[src/rtl/id_ex_pipe_reg.sv]
// ID/EX pipeline register: captures the decoded bundle each cycle, with stall/flush
// handling, a RUN/HALTED drain state machine and a count of valid bundles issued to EX.
module id_ex_pipe_reg #(
    parameter int XLEN  = 32,
    parameter int CNT_W = 32
) (
    input  logic             clk_i,
    input  logic             rst_i,
    input  logic             stall_i,
    input  logic             flush_i,
    input  logic             resume_i,
    input  logic             valid_i,
    input  logic             is_halt_i,
    input  logic             is_branch_i,
    input  logic             is_jal_i,
    input  logic             is_jalr_i,
    input  logic             mem_write_en_i,
    input  logic             mem_read_en_i,
    input  logic             reg_write_en_i,
    input  logic             rd_src_optn_i,
    input  logic             alu_src_optn_i,
    input  logic [1:0]       alu_intent_i,
    input  logic [XLEN-1:0]  pc_i,
    input  logic [XLEN-1:0]  pc_plus4_i,
    input  logic [XLEN-1:0]  rs1_data_i,
    input  logic [XLEN-1:0]  rs2_data_i,
    input  logic [XLEN-1:0]  imm_i,
    input  logic [4:0]       rs1_addr_i,
    input  logic [4:0]       rs2_addr_i,
    input  logic [4:0]       rd_addr_i,
    input  logic [2:0]       funct3_i,
    input  logic             funct7b5_i,
    output logic             valid_o,
    output logic             is_halt_o,
    output logic             is_branch_o,
    output logic             is_jal_o,
    output logic             is_jalr_o,
    output logic             mem_write_en_o,
    output logic             mem_read_en_o,
    output logic             reg_write_en_o,
    output logic             rd_src_optn_o,
    output logic             alu_src_optn_o,
    output logic [1:0]       alu_intent_o,
    output logic [XLEN-1:0]  pc_o,
    output logic [XLEN-1:0]  pc_plus4_o,
    output logic [XLEN-1:0]  rs1_data_o,
    output logic [XLEN-1:0]  rs2_data_o,
    output logic [XLEN-1:0]  imm_o,
    output logic [4:0]       rs1_addr_o,
    output logic [4:0]       rs2_addr_o,
    output logic [4:0]       rd_addr_o,
    output logic [2:0]       funct3_o,
    output logic             funct7b5_o,
    output logic             halted_o,
    output logic [CNT_W-1:0] issued_cnt_o
);

    // Handshake: there is no backpressure from EX. valid_i marks a real decode bundle
    // at the sampling edge; valid_o marks a real bundle held for EX this cycle. A
    // bundle with valid_o=0 is a bubble and every other field is then zero.

    typedef enum logic {
        ST_RUN    = 1'b0,
        ST_HALTED = 1'b1
    } state_t;

    typedef struct packed {
        logic            valid;
        logic            is_halt;
        logic            is_branch;
        logic            is_jal;
        logic            is_jalr;
        logic            mem_write_en;
        logic            mem_read_en;
        logic            reg_write_en;
        logic            rd_src_optn;
        logic            alu_src_optn;
        logic [1:0]      alu_intent;
        logic [XLEN-1:0] pc;
        logic [XLEN-1:0] pc_plus4;
        logic [XLEN-1:0] rs1_data;
        logic [XLEN-1:0] rs2_data;
        logic [XLEN-1:0] imm;
        logic [4:0]      rs1_addr;
        logic [4:0]      rs2_addr;
        logic [4:0]      rd_addr;
        logic [2:0]      funct3;
        logic            funct7b5;
    } bundle_t;

    state_t           state_q;
    state_t           state_d;
    bundle_t          in_bundle;
    bundle_t          bundle_q;
    bundle_t          bundle_d;
    logic [CNT_W-1:0] cnt_q;
    logic             cnt_inc;
    logic             capture_valid;

    always_comb begin
        in_bundle              = '0;
        in_bundle.valid        = valid_i;
        in_bundle.is_halt      = is_halt_i;
        in_bundle.is_branch    = is_branch_i;
        in_bundle.is_jal       = is_jal_i;
        in_bundle.is_jalr      = is_jalr_i;
        in_bundle.mem_write_en = mem_write_en_i;
        in_bundle.mem_read_en  = mem_read_en_i;
        in_bundle.reg_write_en = reg_write_en_i;
        in_bundle.rd_src_optn  = rd_src_optn_i;
        in_bundle.alu_src_optn = alu_src_optn_i;
        in_bundle.alu_intent   = alu_intent_i;
        in_bundle.pc           = pc_i;
        in_bundle.pc_plus4     = pc_plus4_i;
        in_bundle.rs1_data     = rs1_data_i;
        in_bundle.rs2_data     = rs2_data_i;
        in_bundle.imm          = imm_i;
        in_bundle.rs1_addr     = rs1_addr_i;
        in_bundle.rs2_addr     = rs2_addr_i;
        in_bundle.rd_addr      = rd_addr_i;
        in_bundle.funct3       = funct3_i;
        in_bundle.funct7b5     = funct7b5_i;
    end

    // A real bundle is taken only in RUN with neither flush nor stall pending.
    assign capture_valid = (state_q == ST_RUN) && !flush_i && !stall_i && valid_i;

    always_ff @(posedge clk_i or posedge rst_i) begin
        if (rst_i) begin
            state_q <= ST_RUN;
        end else begin
            state_q <= state_d;
        end
    end

    always_comb begin
        state_d = state_q;
        case (state_q)
            ST_RUN: begin
                if (capture_valid && is_halt_i) begin
                    state_d = ST_HALTED;
                end
            end
            ST_HALTED: begin
                if (resume_i) begin
                    state_d = ST_RUN;
                end
            end
            default: state_d = ST_RUN;
        endcase
    end

    always_comb begin
        bundle_d = bundle_q;
        cnt_inc  = 1'b0;
        case (state_q)
            ST_RUN: begin
                if (flush_i) begin
                    bundle_d = '0;
                end else if (!stall_i) begin
                    if (valid_i) begin
                        bundle_d = in_bundle;
                        cnt_inc  = 1'b1;
                    end else begin
                        bundle_d = '0;
                    end
                end
            end
            // Draining: bubbles only, whatever the hazard unit or decoder present.
            ST_HALTED: bundle_d = '0;
            default:   bundle_d = '0;
        endcase
    end

    always_ff @(posedge clk_i or posedge rst_i) begin
        if (rst_i) begin
            bundle_q <= '0;
            cnt_q    <= '0;
        end else begin
            bundle_q <= bundle_d;
            if (cnt_inc) begin
                cnt_q <= cnt_q + CNT_W'(1);
            end
        end
    end

    assign valid_o        = bundle_q.valid;
    assign is_halt_o      = bundle_q.is_halt;
    assign is_branch_o    = bundle_q.is_branch;
    assign is_jal_o       = bundle_q.is_jal;
    assign is_jalr_o      = bundle_q.is_jalr;
    assign mem_write_en_o = bundle_q.mem_write_en;
    assign mem_read_en_o  = bundle_q.mem_read_en;
    assign reg_write_en_o = bundle_q.reg_write_en;
    assign rd_src_optn_o  = bundle_q.rd_src_optn;
    assign alu_src_optn_o = bundle_q.alu_src_optn;
    assign alu_intent_o   = bundle_q.alu_intent;
    assign pc_o           = bundle_q.pc;
    assign pc_plus4_o     = bundle_q.pc_plus4;
    assign rs1_data_o     = bundle_q.rs1_data;
    assign rs2_data_o     = bundle_q.rs2_data;
    assign imm_o          = bundle_q.imm;
    assign rs1_addr_o     = bundle_q.rs1_addr;
    assign rs2_addr_o     = bundle_q.rs2_addr;
    assign rd_addr_o      = bundle_q.rd_addr;
    assign funct3_o       = bundle_q.funct3;
    assign funct7b5_o     = bundle_q.funct7b5;
    assign halted_o       = (state_q == ST_HALTED);
    assign issued_cnt_o   = cnt_q;

endmodule
[config.mk]
export PLATFORM = sky130hd
export DESIGN_NAME = id_ex_pipe_reg
export DESIGN_NICKNAME = d
export VERILOG_FILES = /design/src/rtl/id_ex_pipe_reg.sv
export SDC_FILE = /design/constraint.sdc
export NUM_CORES = 1
export LEC_CHECK = 0
export BUFFER_PORTS_ARGS = -buffer_cell sky130_fd_sc_hd__clkbuf_2
export CORE_AREA = 2 2 161 163
export DETAILED_ROUTE_END_ITERATION = 10
export DIE_AREA = 0 0 163 165
export RECOVER_POWER = 25
export SLEW_MARGIN = 0
export SYNTH_ARGS = -nofsm -noshare
export SYNTH_HDL_FRONTEND = slang
export SYNTH_SLANG_ARGS = --single-unit
[constraint.sdc]
create_clock -name clk_i -period 15 [get_ports clk_i]
set_clock_uncertainty 0.05 [all_clocks]
set_input_delay 0.75 -clock clk_i [delete_from_list [all_inputs] [get_ports clk_i]]
set_output_delay 0.75 -clock clk_i [all_outputs]
set_load 0.02 [all_outputs]
==> results.md, run 1 <==
Power and ir drop:
- The power density over cell area is 123.7 nW/µm².
- For this design the static power due to leakage is approximately 6.0 nW.
- IR analysis of the VDD net gives a maximum drop of 0.1010 mV.

CTS:
- CTS placed an instance of sky130_fd_sc_hd__clkbuf_16 at the clock tree root.
- The clock edge transition at the registers on the reported setup and hold paths is 60 ps.
- The count of hold buffers inserted by post-cts repair is 0.
- The post-cts repair resize count is 0.
- Buffers inserted during clock tree synthesis total 24.
- The TritonCTS clock tree is built.
- The clock latency on the worst-skew pair is 510 ps.
- The number of setup buffers added after CTS is 0.
- For this design, the sink count on the clock tree is 224.
- The number of H-tree levels is 1.
- The maximum buffer depth of the clock tree is 3.

Worst setup path:
- The delay of the slowest cell on the worst path is approximately 5900 ps.
- STA classifies the critical path endpoint as a register.
- The number of buffers and inverters on the critical path is 1.
- STA classifies the critical path startpoint as a register.
- The critical path data required time is around 15000 ps.
- For the worst setup path, the data arrival time is 8070 ps.
- The start-to-end type of the worst setup path is register to register.
- The maximum net fanout on the critical path is about 190.
- The largest delay contributor family on the critical path is buffers and inverters.
- The origin of the worst setup path is halted_o.
- The slowest library cell on the worst path is sky130_fd_sc_hd__clkbuf_1.
- The signal on the critical path passes through nor3b_1 > clkbuf_1 > a22o_1.
- In this run the critical register-to-register path is launched from halted_o.

Cells and area:
- The fraction of layout instances using a drive strength above 1 is 39.57%.
- The library cells used most frequently in the layout, excluding fill and tap cells, are 346 x sky130_fd_sc_hd__clkbuf_2, 224 x sky130_fd_sc_hd__dfrtp_1, 189 x sky130_fd_sc_hd__a22o_1, 80 x sky130_fd_sc_hd__clkbuf_1, 25 x sky130_fd_sc_hd__clkbuf_16.
- Counting the fill cells in the layout gives 2381.
- Leaving out fill and tap cells, the most frequent cell in the layout is sky130_fd_sc_hd__clkbuf_2.
- The repair_antennas step left the layout with diodes totalling 0.
- The layout-stage area growth over the synthesis result is 37.93%.
- The finished cells cover 11230 µm².
- The finished layout holds 1313 standard cells, fillers aside.
- The final net count is approximately 1200.

Logic synthesis:
- The average footprint of a synthesized cell is 14.44 µm².
- The net count after synthesis is 761.
- In this run, synthesis inferred 0 flip-flops with an integrated enable.
- The number of warnings reported in the yosys synthesis log is 0.
- The share of the Yosys chip area taken by registers is 68.82%.
- The cell area that synthesis handed to floorplanning was 8145 µm².
- The number of storage elements in the synthesis netlist is 224.
- Of all flip-flops after synthesis, the portion carrying an async set or reset was 100.0%.
- The count of distinct cell types in the synthesized netlist is 23.
- The most used flip-flop cell after synthesis is sky130_fd_sc_hd__dfrtp_1.
- Synthesis handed over a netlist of between 500 and 600 instances.

STA:
- Setup repair after global routing left no endpoint under its margin.
- At the pin with the least slew margin, the transition time is between 8000 and 9000 ps.
- The highest clock rate is 129.9 MHz.
- The final worst-path cycle share is 51.31%.
- The final setup violation count is 0.
- The max-slew violation count came to 280.
- For the finished layout, the period the worst path requires is 7696 ps.
- Headroom to the max-slew limit came out at -468.4%.
- In the final timing run, aggregate negative setup slack is 0 ps.
- The number of hold-slack violations in the final timing report is 0.

Floorplan:
- The initial core utilization is between 30% and 40%.
- For this design the top-level I/O count stands at 420.
- The die area is roughly 27000 µm².
- The placeable core area is 25040 µm².
- The width of the chip is 163 µm.
- The die is 165 µm tall.
- After floorplanning, the core was divided into 58 placement rows.

Min path:
- The startpoint identified for the worst hold timing path is resume_i.
- The path type of the worst min-delay path is primary input to register.

Routing:
- Detailed routing inserted a total of between 6000 and 7000 vias.
- The remaining antenna violation count is 0.
- Before antenna repair, the detailed router went through 4 iterations.
- Dividing the detail-routed wire length by the instance count gives 17.94 µm.
- For this run, design rule violations remaining after detail routing come to 0.
- The detailed router's first-iteration violation count is just over 400.
- The wire length after detailed routing is 23560 µm.
- After detailed routing, the number of vias per cell comes to a little under 5.

GRT:
- The aggregate global routing overflow is 0.
- The maximum number of pins on one net before global-route repair is 195.
- The number of antenna violations at the first check in global routing is 0.
- The number of global-route vias before repair came to approximately 6200.
- The all-layer global routing usage is between 10% and 20%.
- The first global-routing pass estimated 35380 µm of wire.

Place:
- The placed instances occupy a cell area of 10560 µm².
- The detailed placer's ending HPWL is 16050 µm.
- Counting tap cells, the placed design contains a total of 1271 instances.
- The routability congestion estimate from global placement is 0.7473.
- The number of buffer cells added on primary ports is 419.

Status:
- The run finished, with violations left.
- The final reports fail on max-capacitance violations, max-slew violations.

Job:
- The max-capacitance violation count is 2.
worst reg2reg max path, delay by kind of cell, from the launching register on:
family                 cells  cell delay (ps)
buffers and inverters      1             5850
flip-flops                 1              430
AND/OR/NAND/NOR            1              220
AO/OA/AOI/OAI              1             1070
logic make-up after synthesis:
family	count (synthesis)	synth area share, %
AO/OA/AOI/OAI	190	20.38
XOR/XNOR	31	3.333
adder cells (fa/ha/maj)	1	0.1536
AND/OR/NAND/NOR	69	5.038
buffers and inverters	49	2.273
flip-flops	224	68.82
per-stage QoR:
| step | hold slack, ps | util, % | power [mW] | worst slack (ps) |
|---|---|---|---|---|
| 2_1_floorplan | 527.8 | - | 0.7355 | 8066 |
| 3_3_place_gp | 410.6 | 42.17 | 0.8070 | 11600 |
| 3_5_place_dp | 416.4 | 42.17 | 0.8071 | 11550 |
| 4_1_cts | 306.1 | 45.35 | 1.412 | 11990 |
| 5_1_grt | 369.4 | 44.87 | 1.452 | 6656 |
| 6_report | 384.3 | 44.87 | 1.390 | 7304 |
path summary, 6_finish.rpt:
check	endpoint	slack (ps)	cells past startpoint
worst min-delay path	halted_o	380	2
min in group asynchronous	mem_read_en_o	1360	2
max in group asynchronous	pc_o[25]	11340	3
worst max-delay path	rs1_data_o[18]	7300	3
worst min register to register	valid_o	430	2
worst max register to register	rs1_data_o[18]	7300	3
area by class of cell:
class                           instances  area [µm²]  area share [%]
Clock inverter                         10       133.9           1.192
Sequential cell                       224        5605           49.89
Tap cell                              330       412.9           3.675
Timing Repair Buffer                  423        2044           18.20
Inverter                                3       12.51          0.1114
Clock buffer                           32       661.9           5.892
Multi-Input combinational cell        291        2364           21.04
report_power, final:
group | internal, mW | switching (mW)
clock network | 0.362 | 0.236
logic | 0.0527 | 0.0907
registers | 0.630 | 0.0196
Yosys cell counts (all sizes together) (3+ instances only):
cell type | count | area (µm²)
nand3 | 8 | 40.04
nor4 | 10 | 77.57
and4 | 5 | 43.79
xnor2 | 15 | 131.4
nor2 | 3 | 11.26
nand4 | 12 | 75.07
clkbuf | 45 | 168.9
a22o | 189 | 1655
dfrtp | 224 | 5605
and3 | 5 | 31.28
inv | 3 | 11.26
xor2 | 16 | 140.1
nor3 | 3 | 15.01
nand2 | 18 | 67.56
flip-flops by register name (all words and copies together) (netlist names), 2 cells and up:
name,cells
alu_intent_o,2
funct3_o,3
imm_o,32
issued_cnt_o,32
pc_o,32
pc_plus4_o,32
rd_addr_o,5
rs1_addr_o,5
rs1_data_o,32
rs2_addr_o,5
rs2_data_o,32
per-layer routing:
layer	track usage (%)	vias up	share of wire (%)
li1	-	2949	-
met1	21.66	3134	41
met2	27.12	256	49
met3	4.294	34	7.4
met4	4.907	0	2.1
met5	0	-	0
Note: power is estimated with default switching activity, not from simulation.
==> run 2, diff against run 1 <==
--- a/config.mk
+++ b/config.mk
@@ -5,10 +5,11 @@
 export SDC_FILE = /design/constraint.sdc
 export NUM_CORES = 1
 export LEC_CHECK = 0
+export ABC_AREA = 1
 export BUFFER_PORTS_ARGS = -buffer_cell sky130_fd_sc_hd__clkbuf_2
-export CORE_AREA = 2 2 161 163
+export CORE_AREA = 2 2 163 165
 export DETAILED_ROUTE_END_ITERATION = 10
-export DIE_AREA = 0 0 163 165
+export DIE_AREA = 0 0 165 167
 export RECOVER_POWER = 25
 export SLEW_MARGIN = 0
 export SYNTH_ARGS = -nofsm -noshare
==> constraint.sdc (replaced) <==
create_clock -name clk_i -period 6.6 [get_ports clk_i]
set_clock_uncertainty 0.05 [all_clocks]
set_input_delay 0.33 -clock clk_i [delete_from_list [all_inputs] [get_ports clk_i]]
set_output_delay 0.33 -clock clk_i [all_outputs]
set_load 0.02 [all_outputs]
==> run 2 against run 1 <==
  * The flow still finishes with violations (max-capacitance violations, max-slew violations)
  * Via count rose by 32%
  * Synthesized cell count rose by 22%
  * Critical path depth rose by 1
  * Count of clock-buffer cells in the layout rose by 5
  * Critical endpoint is now rs2_data_o[2]
==> results.md, run 2 <==
CTS:
- The setup fix buffers added after clock tree synthesis was 0 (unchanged).
- The clock edge transition at the registers on the reported setup and hold paths came to 60 ps (about the same).
- The number of buffers added by the clock tree synthesis step was 25 (+4.2%).
- The number of H-tree levels is 1 (unchanged).
- The clock latency on the worst-skew pair came to 510 ps (about the same).
- The TritonCTS clock tree is built.
- The root buffer cell is sky130_fd_sc_hd__clkbuf_16.
- The post-cts repair resize count was 0 (unchanged).
- The CTS sink count is 224 (unchanged).
- The count of hold buffers inserted by post-cts repair is 187 (+187).
- The maximum buffer depth of the clock tree is 3 (unchanged).

Logic synthesis:
- The post-synthesis instance total came to 690 (+22%).
- The part of the Yosys area used for sequential elements is 63.31% (-5.5 points).
- The synthesized design spends more area on one cell type than any other, namely sky130_fd_sc_hd__dfrtp_1.
- After synthesis, the cell types taking the most area are sky130_fd_sc_hd__dfrtp_1 63%, sky130_fd_sc_hd__a32o_1 21%, sky130_fd_sc_hd__nand2_1 3.3%.
- The net count after synthesis is 887 (+17%).
- By instance count, the leading cell after synthesis is sky130_fd_sc_hd__dfrtp_1.
- For this run, the leading register cell type out of synthesis is sky130_fd_sc_hd__dfrtp_1.
- The average footprint of a synthesized cell is 12.83 µm² (-11%).
- The commonest cells after synthesis are 224 x sky130_fd_sc_hd__dfrtp_1, 189 x sky130_fd_sc_hd__a32o_1, 79 x sky130_fd_sc_hd__nand2_1.
- The number of warnings reported in the yosys synthesis log is 0 (unchanged).
- The post-synthesis instance area is 8853 µm² (+8.7%).
- The number of storage elements in the synthesis netlist is 224 (unchanged).
- The top cell type's share of synthesized area is 63.31% (-5.5 points).
- The number of enable-type register cells in the synthesized netlist is 0 (unchanged).
- The count of distinct cell types in the synthesized netlist is 26 (+13%).
- The fraction of synthesis flops using an asynchronous set or reset pin is 100.0% (unchanged).

Power and ir drop:
- The relative contribution of sequential cells to total power is 42.8% (-3.9 points).
- The total design power came to 3.448 mW (+150%).
- The proportion of power drawn by combinational gates came to 13.3% (+3.0 points).
- The static leakage was 6.635 nW (+10%).
- The power density over cell area is 249.9 nW/µm² (+100%).
- The worst voltage drop across the vdd grid came to 0.1782 mV (+76%).
- The internal power summed over all cells is 2.578 mW (+150%).
- The power dissipated by switching net loads is 0.8702 mW (+150%).
- The clock share of power is 43.9% (+0.9 points).
- The net switching share of the total power was 25.24% (+0.33 points).

STA:
- Setup repair after global routing left no endpoint under its margin.
- The number of hold-slack violations in the final timing report is 0 (unchanged).
- The final setup violation count is 0 (unchanged).
- Dividing the final minimum period by the clock period gives 52.51%.
- The total negative slack is 0 ps (unchanged).
- The highest clock rate is 288.5 MHz.
- The transition time of the tightest slew-check pin is 3211 ps (-5315 ps).
- For the finished layout, the period the worst path requires is 3466 ps.
- The tightest hold margin is 9.085 ps (-375.2 ps).
- The max-slew violation count is 73 (-74%).
- The worst slew slack as a fraction of its limit is -115.3% (+350 points).

Job:
- The max-capacitance violation count is 1 (-1).

Cells and area:
- The area of the multi-input gates is 2833 µm² (+20%).
- The number of filler cells placed in the layout is 2224 (-6.6%).
- The total inserted antenna cells is 0 (unchanged).
- In the layout the commonest cells are 329 x sky130_fd_sc_hd__clkbuf_2, 224 x sky130_fd_sc_hd__dfrtp_1, 189 x sky130_fd_sc_hd__a32o_1, 187 x sky130_fd_sc_hd__dlygate4sd3_1, 92 x sky130_fd_sc_hd__clkbuf_1.
- The final net count is 1463 (+26%).
- The layout-stage area growth over the synthesis result is 55.87%.
- The leading cell type in the layout, fill and taps excluded is sky130_fd_sc_hd__clkbuf_2.
- The filler-free cell count of the finished design is 1619 (+23%).
- The flip-flop and latch area came to 5605 µm² (unchanged).
- The fraction of layout instances using a drive strength above 1 came to 31.15% (-8.4 points).
- The core utilization of the finished layout is 53.56% (+8.7 points).

GRT:
- The number of global-route vias before repair is 8574 (+38%).
- The maximum number of pins on one net before global-route repair was 111 (-43%).
- The wire length of the first global-routing pass is 45810 µm (+29%).
- The number of antenna violations at the first check in global routing came to 0 (unchanged).
- The all-layer global routing usage is 20.61% (+4.1 points).
- The aggregate global routing overflow is 0 (unchanged).

Routing:
- The iteration count of the initial detailed-routing pass came to 5 (+1).
- The detailed router's first-iteration violation count came to 658 (+60%).
- The wire length after detailed routing is 29570 µm (+26%).
- The detailed-route DRC error count is 0 (unchanged).
- The routed length per placed instance came to 18.27 µm (+1.8%).
- The routed via count divided by cell count was 5.193 (+7.0%).
- The total via count in the routed design was 8407 (+32%).
- The remaining antenna violation count came to 0 (unchanged).

Floorplan:
- The number of placed I/O pins is 420 (unchanged).
- The die area came to 27560 µm² (+2.5%).
- The overall die height came to 167 µm (+1.2%).
- The width of the chip is 165 µm (+1.2%).
- The placement row count is 59 (+1.7%).
- The initial core utilization is 34.36% (+1.8 points).
- The placeable core area came to 25760 µm² (+2.9%).

Worst setup path:
- Traced cell by cell, the critical path runs through dlygate4sd3_1 > clkbuf_1 > clkinvlp_2 > buf_4.
- The maximum net fanout on the critical path is 83 (-57%).
- The critical path data required time is 7030 ps (-8350 ps).
- Among cell families on the critical path, the largest total delay comes from buffers and inverters.
- The slowest stage of the critical path belongs to the cell sky130_fd_sc_hd__clkinvlp_2.
- The critical path is of the primary input to asynchronous set/reset pin type.
- The data arrival at the endpoint of the critical path is 3900 ps (-4170 ps).
- The delay of the slowest cell on the worst path is 1810 ps (-4040 ps).
- The buffer and inverter count on the worst path came to 4 (+3).
- The worst setup path is launched from a primary input.
- The setup slack of the most critical reg-to-reg path is 3520 ps (-3780 ps).
- The worst setup path is captured at an asynchronous set/reset pin.

Place:
- The detailed placer's ending HPWL is 18290 µm (+14%).
- The number of buffer cells added on primary ports came to 419 (unchanged).
- The routability congestion estimate from global placement was 0.8284 (+11%).
- The placed instance count is 1387 (+9.1%).

Min path:
- The tightest min-delay check is of the primary input to register type.

Status:
- The run finished, with violations left.
- The checks that failed: max-capacitance violations, max-slew violations.
==> run 2: layout make-up <==
type	instances	area share (%)
clock inverter	8	1.097
multi-input combinational	372	20.53
inverter	30	0.8251
clock buffer	37	5.513
sequential	224	40.62
timing repair buffer	613	28.38
tap	335	3.037
==> run 2: cell families after synthesis <==
family,synth area share (%)
xor+xnor,1.781
fa+ha+maj,0.1413
buf+inv,4.664
compound gates,21.72
flops,63.31
simple gates,8.380
==> run 2: power groups by stage <==
stage               Clock, mW  Combinational (mW)  Sequential (mW)
floorplan                   0               0.141             1.57
global placement            0               0.373             1.50
detailed placement          0               0.373             1.50
CTS                      1.55               0.464             1.47
global route             1.61               0.496             1.48
finish                   1.51               0.458             1.48
==> run 2: final timing paths <==
check	from	to	cells past startpoint
worst max register to register	halted_o	issued_cnt_o[24]	9
worst min-delay path	pc_i[18]	pc_o[18]	2
worst min register to register	issued_cnt_o[31]	issued_cnt_o[31]	2
worst max-delay path	rst_i	rs2_data_o[2]	4
max in group clk_i	halted_o	issued_cnt_o[24]	9
min in group asynchronous	rst_i	rs1_addr_o[4]	3
==> run 2: through the flow <==
stage,instance area (µm²),setup WS (ps)
after global routing,13800,2437
after floorplan,8853,85.53
after detailed placement,11140,3689
final,13800,3134
after CTS,13920,3997
after global placement,11140,3642
==> run 2: metal layers <==
metal / track usage (%) / wire [µm] / share of wire (%) / vias up
met5: 0 / 0 / 0 / -
met4: 7.788 / 990 / 3.3 / 0
met3: 4.458 / 2087 / 7.1 / 73
met2: 34.75 / 14690 / 50 / 378
met1: 25.80 / 11800 / 40 / 4168
li1: - / - / - / 3788
